==> src/rtl/music_box_state_play_recording.sv <==
// Plays back recorded samples one per 1 kHz tick while currentState == PLAY_STATE.
// Optional macro PLAYBACK_LOOP_EN: wrap to address 0 and repeat instead of stopping.
module music_box_state_play_recording #(
  parameter int PLAY_STATE   = 5,
  parameter int MAX_SAMPLES  = 5000,
  parameter int ADDR_W       = 13,
  parameter int DATA_W       = 16,
  parameter int READ_TIMEOUT = 64
) (
  input  logic              clock_50Mhz,
  input  logic              reset_n,
  input  logic              tick_1Khz,
  input  logic [4:0]        currentState,
  input  logic [15:0]       record_length,
  output logic              mem_rd_req,
  output logic [ADDR_W-1:0] mem_rd_addr,
  input  logic              mem_rd_valid,
  input  logic [DATA_W-1:0] mem_rd_data,
  output logic [DATA_W-1:0] sample_out,
  output logic              sample_valid,
  output logic              stateComplete,
  output logic [31:0]       debugString
);

  localparam int TW = $clog2(READ_TIMEOUT + 1);

  localparam logic [2:0] S_IDLE = 3'd0;
  localparam logic [2:0] S_ARM  = 3'd1;
  localparam logic [2:0] S_REQ  = 3'd2;
  localparam logic [2:0] S_WAIT = 3'd3;
  localparam logic [2:0] S_DONE = 3'd4;

  logic [2:0]    state;
  logic [15:0]   play_addr;
  logic [15:0]   len;
  logic [7:0]    miss_cnt;
  logic [7:0]    overrun_cnt;
  logic [TW-1:0] timer;

  logic          in_play;
  logic [15:0]   len_in;
  logic          timeout;

  assign in_play     = (currentState == 5'(PLAY_STATE));
  assign len_in      = (record_length > 16'(MAX_SAMPLES)) ? 16'(MAX_SAMPLES) : record_length;
  assign timeout     = (timer == TW'(READ_TIMEOUT - 1));
  assign mem_rd_addr = play_addr[ADDR_W-1:0];
  assign debugString = {overrun_cnt, miss_cnt, play_addr};

  always_ff @(posedge clock_50Mhz or negedge reset_n) begin
    if (!reset_n) begin
      state         <= S_IDLE;
      play_addr     <= 16'd0;
      len           <= 16'd0;
      miss_cnt      <= 8'd0;
      overrun_cnt   <= 8'd0;
      timer         <= '0;
      mem_rd_req    <= 1'b0;
      sample_out    <= '0;
      sample_valid  <= 1'b0;
      stateComplete <= 1'b0;
    end else begin
      sample_valid  <= 1'b0;
      stateComplete <= 1'b0;
      // Leaving the play state abandons any read in flight; counters stay visible.
      if (!in_play) begin
        state      <= S_IDLE;
        mem_rd_req <= 1'b0;
        play_addr  <= 16'd0;
        sample_out <= '0;
      end else begin
        case (state)
          S_IDLE: begin
            len         <= len_in;
            miss_cnt    <= 8'd0;
            overrun_cnt <= 8'd0;
            play_addr   <= 16'd0;
            if (len_in == 16'd0) begin
              state         <= S_DONE;
              stateComplete <= 1'b1;
            end else begin
              state <= S_ARM;
            end
          end
          S_ARM: begin
            // End-of-recording is checked here, one cycle after the last sample lands.
            if (play_addr == len) begin
              stateComplete <= 1'b1;
`ifdef PLAYBACK_LOOP_EN
              play_addr <= 16'd0;
`else
              state <= S_DONE;
`endif
            end else if (tick_1Khz) begin
              state      <= S_REQ;
              mem_rd_req <= 1'b1;
              timer      <= '0;
            end
          end
          S_REQ, S_WAIT: begin
            if (tick_1Khz && overrun_cnt != 8'hFF)
              overrun_cnt <= overrun_cnt + 8'd1;
            if (mem_rd_valid) begin
              sample_out   <= mem_rd_data;
              sample_valid <= 1'b1;
              mem_rd_req   <= 1'b0;
              play_addr    <= play_addr + 16'd1;
              state        <= S_ARM;
            end else if (timeout) begin
              sample_out   <= '0;
              sample_valid <= 1'b1;
              mem_rd_req   <= 1'b0;
              play_addr    <= play_addr + 16'd1;
              if (miss_cnt != 8'hFF)
                miss_cnt <= miss_cnt + 8'd1;
              state <= S_ARM;
            end else begin
              timer <= timer + TW'(1);
              state <= S_WAIT;
            end
          end
          S_DONE: begin
            sample_out <= '0;
          end
          default: begin
            state <= S_IDLE;
          end
        endcase
      end
    end
  end

endmodule

==> config.mk <==
export PLATFORM = sky130hd
export DESIGN_NAME = music_box_state_play_recording
export DESIGN_NICKNAME = d
export VERILOG_FILES = /design/src/rtl/music_box_state_play_recording.sv
export SDC_FILE = /design/constraint.sdc
export NUM_CORES = 1
export LEC_CHECK = 0
export BUFFER_PORTS_ARGS = -buffer_cell sky130_fd_sc_hd__buf_2
export CAP_MARGIN = 20
export CORE_UTILIZATION = 40
export CTS_CLUSTER_SIZE = 14
export DETAILED_ROUTE_END_ITERATION = 16
export GPL_ROUTABILITY_DRIVEN = 1
export PLACE_DENSITY = 0.61
export REMOVE_ABC_BUFFERS = 1
export SYNTH_ARGS = -nofsm -noshare
export SYNTH_HDL_FRONTEND = slang
export SYNTH_SLANG_ARGS = --single-unit
export TNS_END_PERCENT = 10
==> constraint.sdc <==
create_clock -name clock_50Mhz -period 2.8 [get_ports clock_50Mhz]
set_input_delay 0 -clock clock_50Mhz [delete_from_list [all_inputs] [get_ports clock_50Mhz]]
set_output_delay 0 -clock clock_50Mhz [all_outputs]
set_load 0.05 [all_outputs]
Yosys cells after proc, flatten, opt, wreduce, memory -nomap -nowiden --
Index checks and enable logic that the tools add are counted.
Word-level totals: register bits 77, input bits 41, logic and storage cells 94
Cells by class: add/sub/neg operators 4, magnitude comparators 1, eq/ne operators 24, multiplexer cells 41, reduce and logical (&&, ||, !) cells 14
Operators by type and width (count):
- $mux W16 | 7
- $pmux W16 S2 | 2
- $mux W8 | 4
- $pmux W8 S2 | 2
- $mux W7 | 4
- $add A16 B1 Y16 const B | 1
- $add A8 B1 Y8 const B | 2
- $eq A16 B16 Y1 | 1
- $gt A16 B13 Y1 const B | 1
- $logic_not A16 Y1 | 1
- $ne A2 B2 Y1 const B | 8
- $ne A8 B8 Y1 const B | 2
- $pmux W7 S2 | 1
- $mux W1 | 12
- $mux W3 | 4
- $pmux W3 S4 | 1
- $ne A3 B1 Y1 const B | 3
- $ne A4 B4 Y1 const B | 2
- $reduce_and A2 Y1 | 4
- $add A7 B1 Y7 const B | 1
- $eq A7 B6 Y1 const B | 1
- $eq A3 B2 Y1 const B | 2
- $ne A3 B3 Y1 const B | 2
- $reduce_and A6 Y1 | 1
- other kinds (12) | 15

Logic depth before layout (Yosys ltp) --
depth after elaboration 6, depth in mapped cells 9, depth with buffers taken out 6

Least setup slack after synthesis --
No wires, ideal clock.
path type reg-to-reg, from register play_addr[5], to register play_addr[12], library setup time 0.082 ns, arrival 2.177 ns, path slack 0.541 ns, cell stages (with the launch flop) 7, period minus slack after synthesis 2.259 ns, path through dfrtp_1 -> clkbuf_1 -> and4_1 -> nand2_1 -> a2111oi_2 -> or3b_1 -> a21oi_1
Between the ends: word-level cells in the longest chain between the ends 5
Ends and longest elaborated chain:
- start, declared | line 34 | logic [15:0] play_addr;
- start signal, assigned | line 107 | play_addr <= play_addr + 16'd1;
- start signal, assigned | line 113 | play_addr <= play_addr + 16'd1;
- $add A16 B1 Y16 * | line 107, 113
- $mux W16 | line 109 | end else if (timeout) begin
- $mux W16 * | line 103 | if (mem_rd_valid) begin
- $pmux W16 S2 * | line 72 | case (state)
- $mux W16 * | line 66 | if (!in_play) begin
Every way passes the cells marked *; elsewhere a longest branch is shown, timed or not. The select of a mux whose other input is x is not followed. A chain may end at the register's enable or synchronous reset.

Worst setup path in the final report --
from register timer[0], to register sample_out[4]
Between the ends: word-level cells in the longest chain between the ends 3
Ends and longest elaborated chain:
- start, declared | line 38 | logic [TW-1:0] timer;
- start signal, assigned | line 118 | timer <= timer + TW'(1);
- $eq A7 B6 Y1 | line 46 | assign timeout = (timer == TW'(READ_TIMEOUT - 1));
- $ne A4 B4 Y1 (no line)
- $reduce_and A2 Y1 (no line)
- end signal, assigned | line 104 | sample_out <= mem_rd_data;
- end, declared | line 19 | output logic [DATA_W-1:0] sample_out,
No other way between the ends.

==> flow_metrics.tcl <==
set metrics [dict create \
    antenna_found_initial 0 \
    cts_root_buf "clkbuf_8" \
    n_antenna_cell 0 \
    io_buffers 104 \
    vias_per_cell 5.49 \
    grt_max_degree 78 \
    powerDensity_mw_per_mm2 428 \
    clk_pin_slew_ns 0.08 \
    post_cts_buffers 0 \
    p_leak_nw 2.54 \
    cts_num_sinks 77 \
    dp_cells 618 \
    setup_viol 0 \
    die_x_um 102 \
    rsz0062_at_grt "false" \
    dieHeight_um 102 \
    ys_seq_area_share_pct 47.8 \
    syn_area_per_cell_sq_um 9.91 \
    synth.area.top_cells "dfrtp_1, a22o_1, xor2_1, a21oi_1, buf_4" \
    tns_ns 0 \
    required_ns 3.08 \
    synth-async-reset-ratio_pct 100 \
    grt_pass1_vias 3408 \
    grt_overflow_total 0 \
    regArea_sq_mm 0.00193 \
    status "finished clean" \
    yosysUniqueCellTypes 54 \
    drv_cap 0 \
    gp_congestion 0.827 \
    wl_per_cell_um 15.9 \
    final_util_pct 52.1 \
    nFillCells 906 \
    grt.total_usage_pct 21.1 \
    synth_warnings 0 \
    fin_skew_ns 0.0101 \
    cts_htree_levels 3 \
    maxSlewViolCount 0 \
    netlist_instances 407 \
    final_nets 572 \
    vdd_drop_max_v 0.000185 \
    ctsResizeCount 0 \
    crit_fanout 16 \
    critPathLaunchType "flip-flop" \
    fin_area_sq_mm 0.00509 \
    ant_nets 0 \
    grt_pass1_wl_um 17100 \
    crit_path_end_kind "flip-flop" \
    worst-setup-path-type "reg2reg" \
    rows 36 \
    synth_edf_count 0 \
    area_delta_synth_final_pct 26.4 \
    drtPass1Iterations 4 \
    cts_buffer_depth 2 \
    cts_buffers 9 \
    ios 105 \
    yosysTopAreaCellShare_pct 47.8 \
    yosysTopAreaCell "dfrtp_1" \
    postCtsHoldBufs 31 \
    multi_input_area_sq_mm 0.00186 \
    fin_crit_sh_pct 87.2 \
    start_util_pct 41.2 \
    synthFlopType "dfrtp_1" \
    wl_um 10600 \
    ys_ff_latch 77 \
    fin_crit_ns 2.44 \
    relSlewSlack_pct 21.8 \
    die-area_sq_mm 0.0105 \
    post_dp_cell_area_sq_mm 0.00457 \
    cts_tree "done" \
    dpl.hpwl_um 7300 \
    first_iter_violations 167 \
    drive_gt1_share_pct 25.4 \
    final_cell_count_no_fill 665 \
    drc_errors 0 \
    num_vias 3653 \
    arrival_ns 2.72 \
    max_slew.worst_pin.slew_ns 1.17 \
    syn_area_sq_mm 0.00403 \
    core_area_sq_mm 0.00977 \
    timing.fmax_ghz 0.409 \
    clk_latency_ns 0.35 \
    p_total_w 0.00218 \
    hold_viol_final 0 \
    hp-class "in2reg" \
]
[cells in the mapped netlist (10+ instances only)]
master	number
nor3_1	11
xor2_1	17
nor2_1	25
xnor2_1	10
a22o_1	26
a21oi_1	21
nand3_1	20
buf_4	14
dfrtp_1	77
or3_1	11
inv_1	13
clkbuf_1	13
o21ai_0	12
nand4_1	10
nand2_1	28
[flip-flops by register name (all words and copies together), names as in the netlist]
signal         count
len               16
mem_rd_req         1
miss_cnt           8
overrun_cnt        8
play_addr         16
sample_out        16
sample_valid       1
state              3
stateComplete      1
timer              7
[critical path: stages, from the launching register on]
cell	delay, ns
dfrtp_1	0.43
ha_1	0.24
nand3_2	0.12
or3_1	0.24
nand2_1	0.10
a221oi_2	0.95
a22o_1	0.29
[metal layers]
metal	vias to the layer above	part of all wire (%)	global-route usage, %
met1	1805	46	29.5
met2	95	49	34.0
li1	1743	-	-
met4	0	1.1	6.81
met5	-	0	0
met3	10	3.6	2.67
[metrics by stage]
step	hold slack (ns)	worst slack [ns]
after CTS	0.0334	0.363
after global placement	0.218	0.444
final	0.0411	0.357
after floorplan	-0.296	0.282
after detailed placement	0.222	0.384
after global routing	0.0558	0.145
[where the power goes]
part	internal (W)	switching (W)	total, W	leakage, nW
combinational	0.0000782	0.0000765	0.000155	1.38
clock	0.000442	0.000436	0.000879	0.0991
sequential	0.00113	0.0000154	0.00115	1.06
[final timing paths]
path,cells past startpoint,to,startpoint,slack (ns)
hold / removal,3,timer[6],mem_rd_valid,0.04
setup / recovery,6,sample_out[4],timer[0],0.36
setup reg to reg,6,sample_out[4],timer[0],0.36
max in group asynchronous,2,play_addr[8],reset_n,1.83
hold reg to reg,1,sample_out[11],sample_out[11],0.51
min in group asynchronous,2,len[11],reset_n,0.30
[kinds of logic after synthesis]
logic type | after synthesis | share of synthesized area (%)
xor+xnor | 27 | 5.87
mux | 4 | 1.06
buf+inv | 45 | 5.96
fa+ha+maj | 4 | 1.24
compound gates | 100 | 18.0
flops | 77 | 47.8
simple gates | 150 | 20.1
[cells in the final DEF (no fill, tap or decap), types with 11 or more instances in the layout]
master and instances:
a22o_1 26, o21ai_0 12, dlygate4sd3_1 31, xor2_1 17, inv_1 13, nand3_1 20
or3_1 11, dfrtp_1 77, nand2_1 28, buf_2 103, a21oi_1 21, nor2_1 25
nor3_1 11
[layout make-up]
cell class	instances	share of cell area (%)
Inverter	13	0.958
Timing Repair Buffer	141	17.2
Clock inverter	6	1.40
Clock buffer	10	2.70
Sequential cell	77	37.8
Multi-Input combinational cell	285	36.6
Tap cell	133	3.27
No activity file was read; power rests on OpenSTA's default activity.
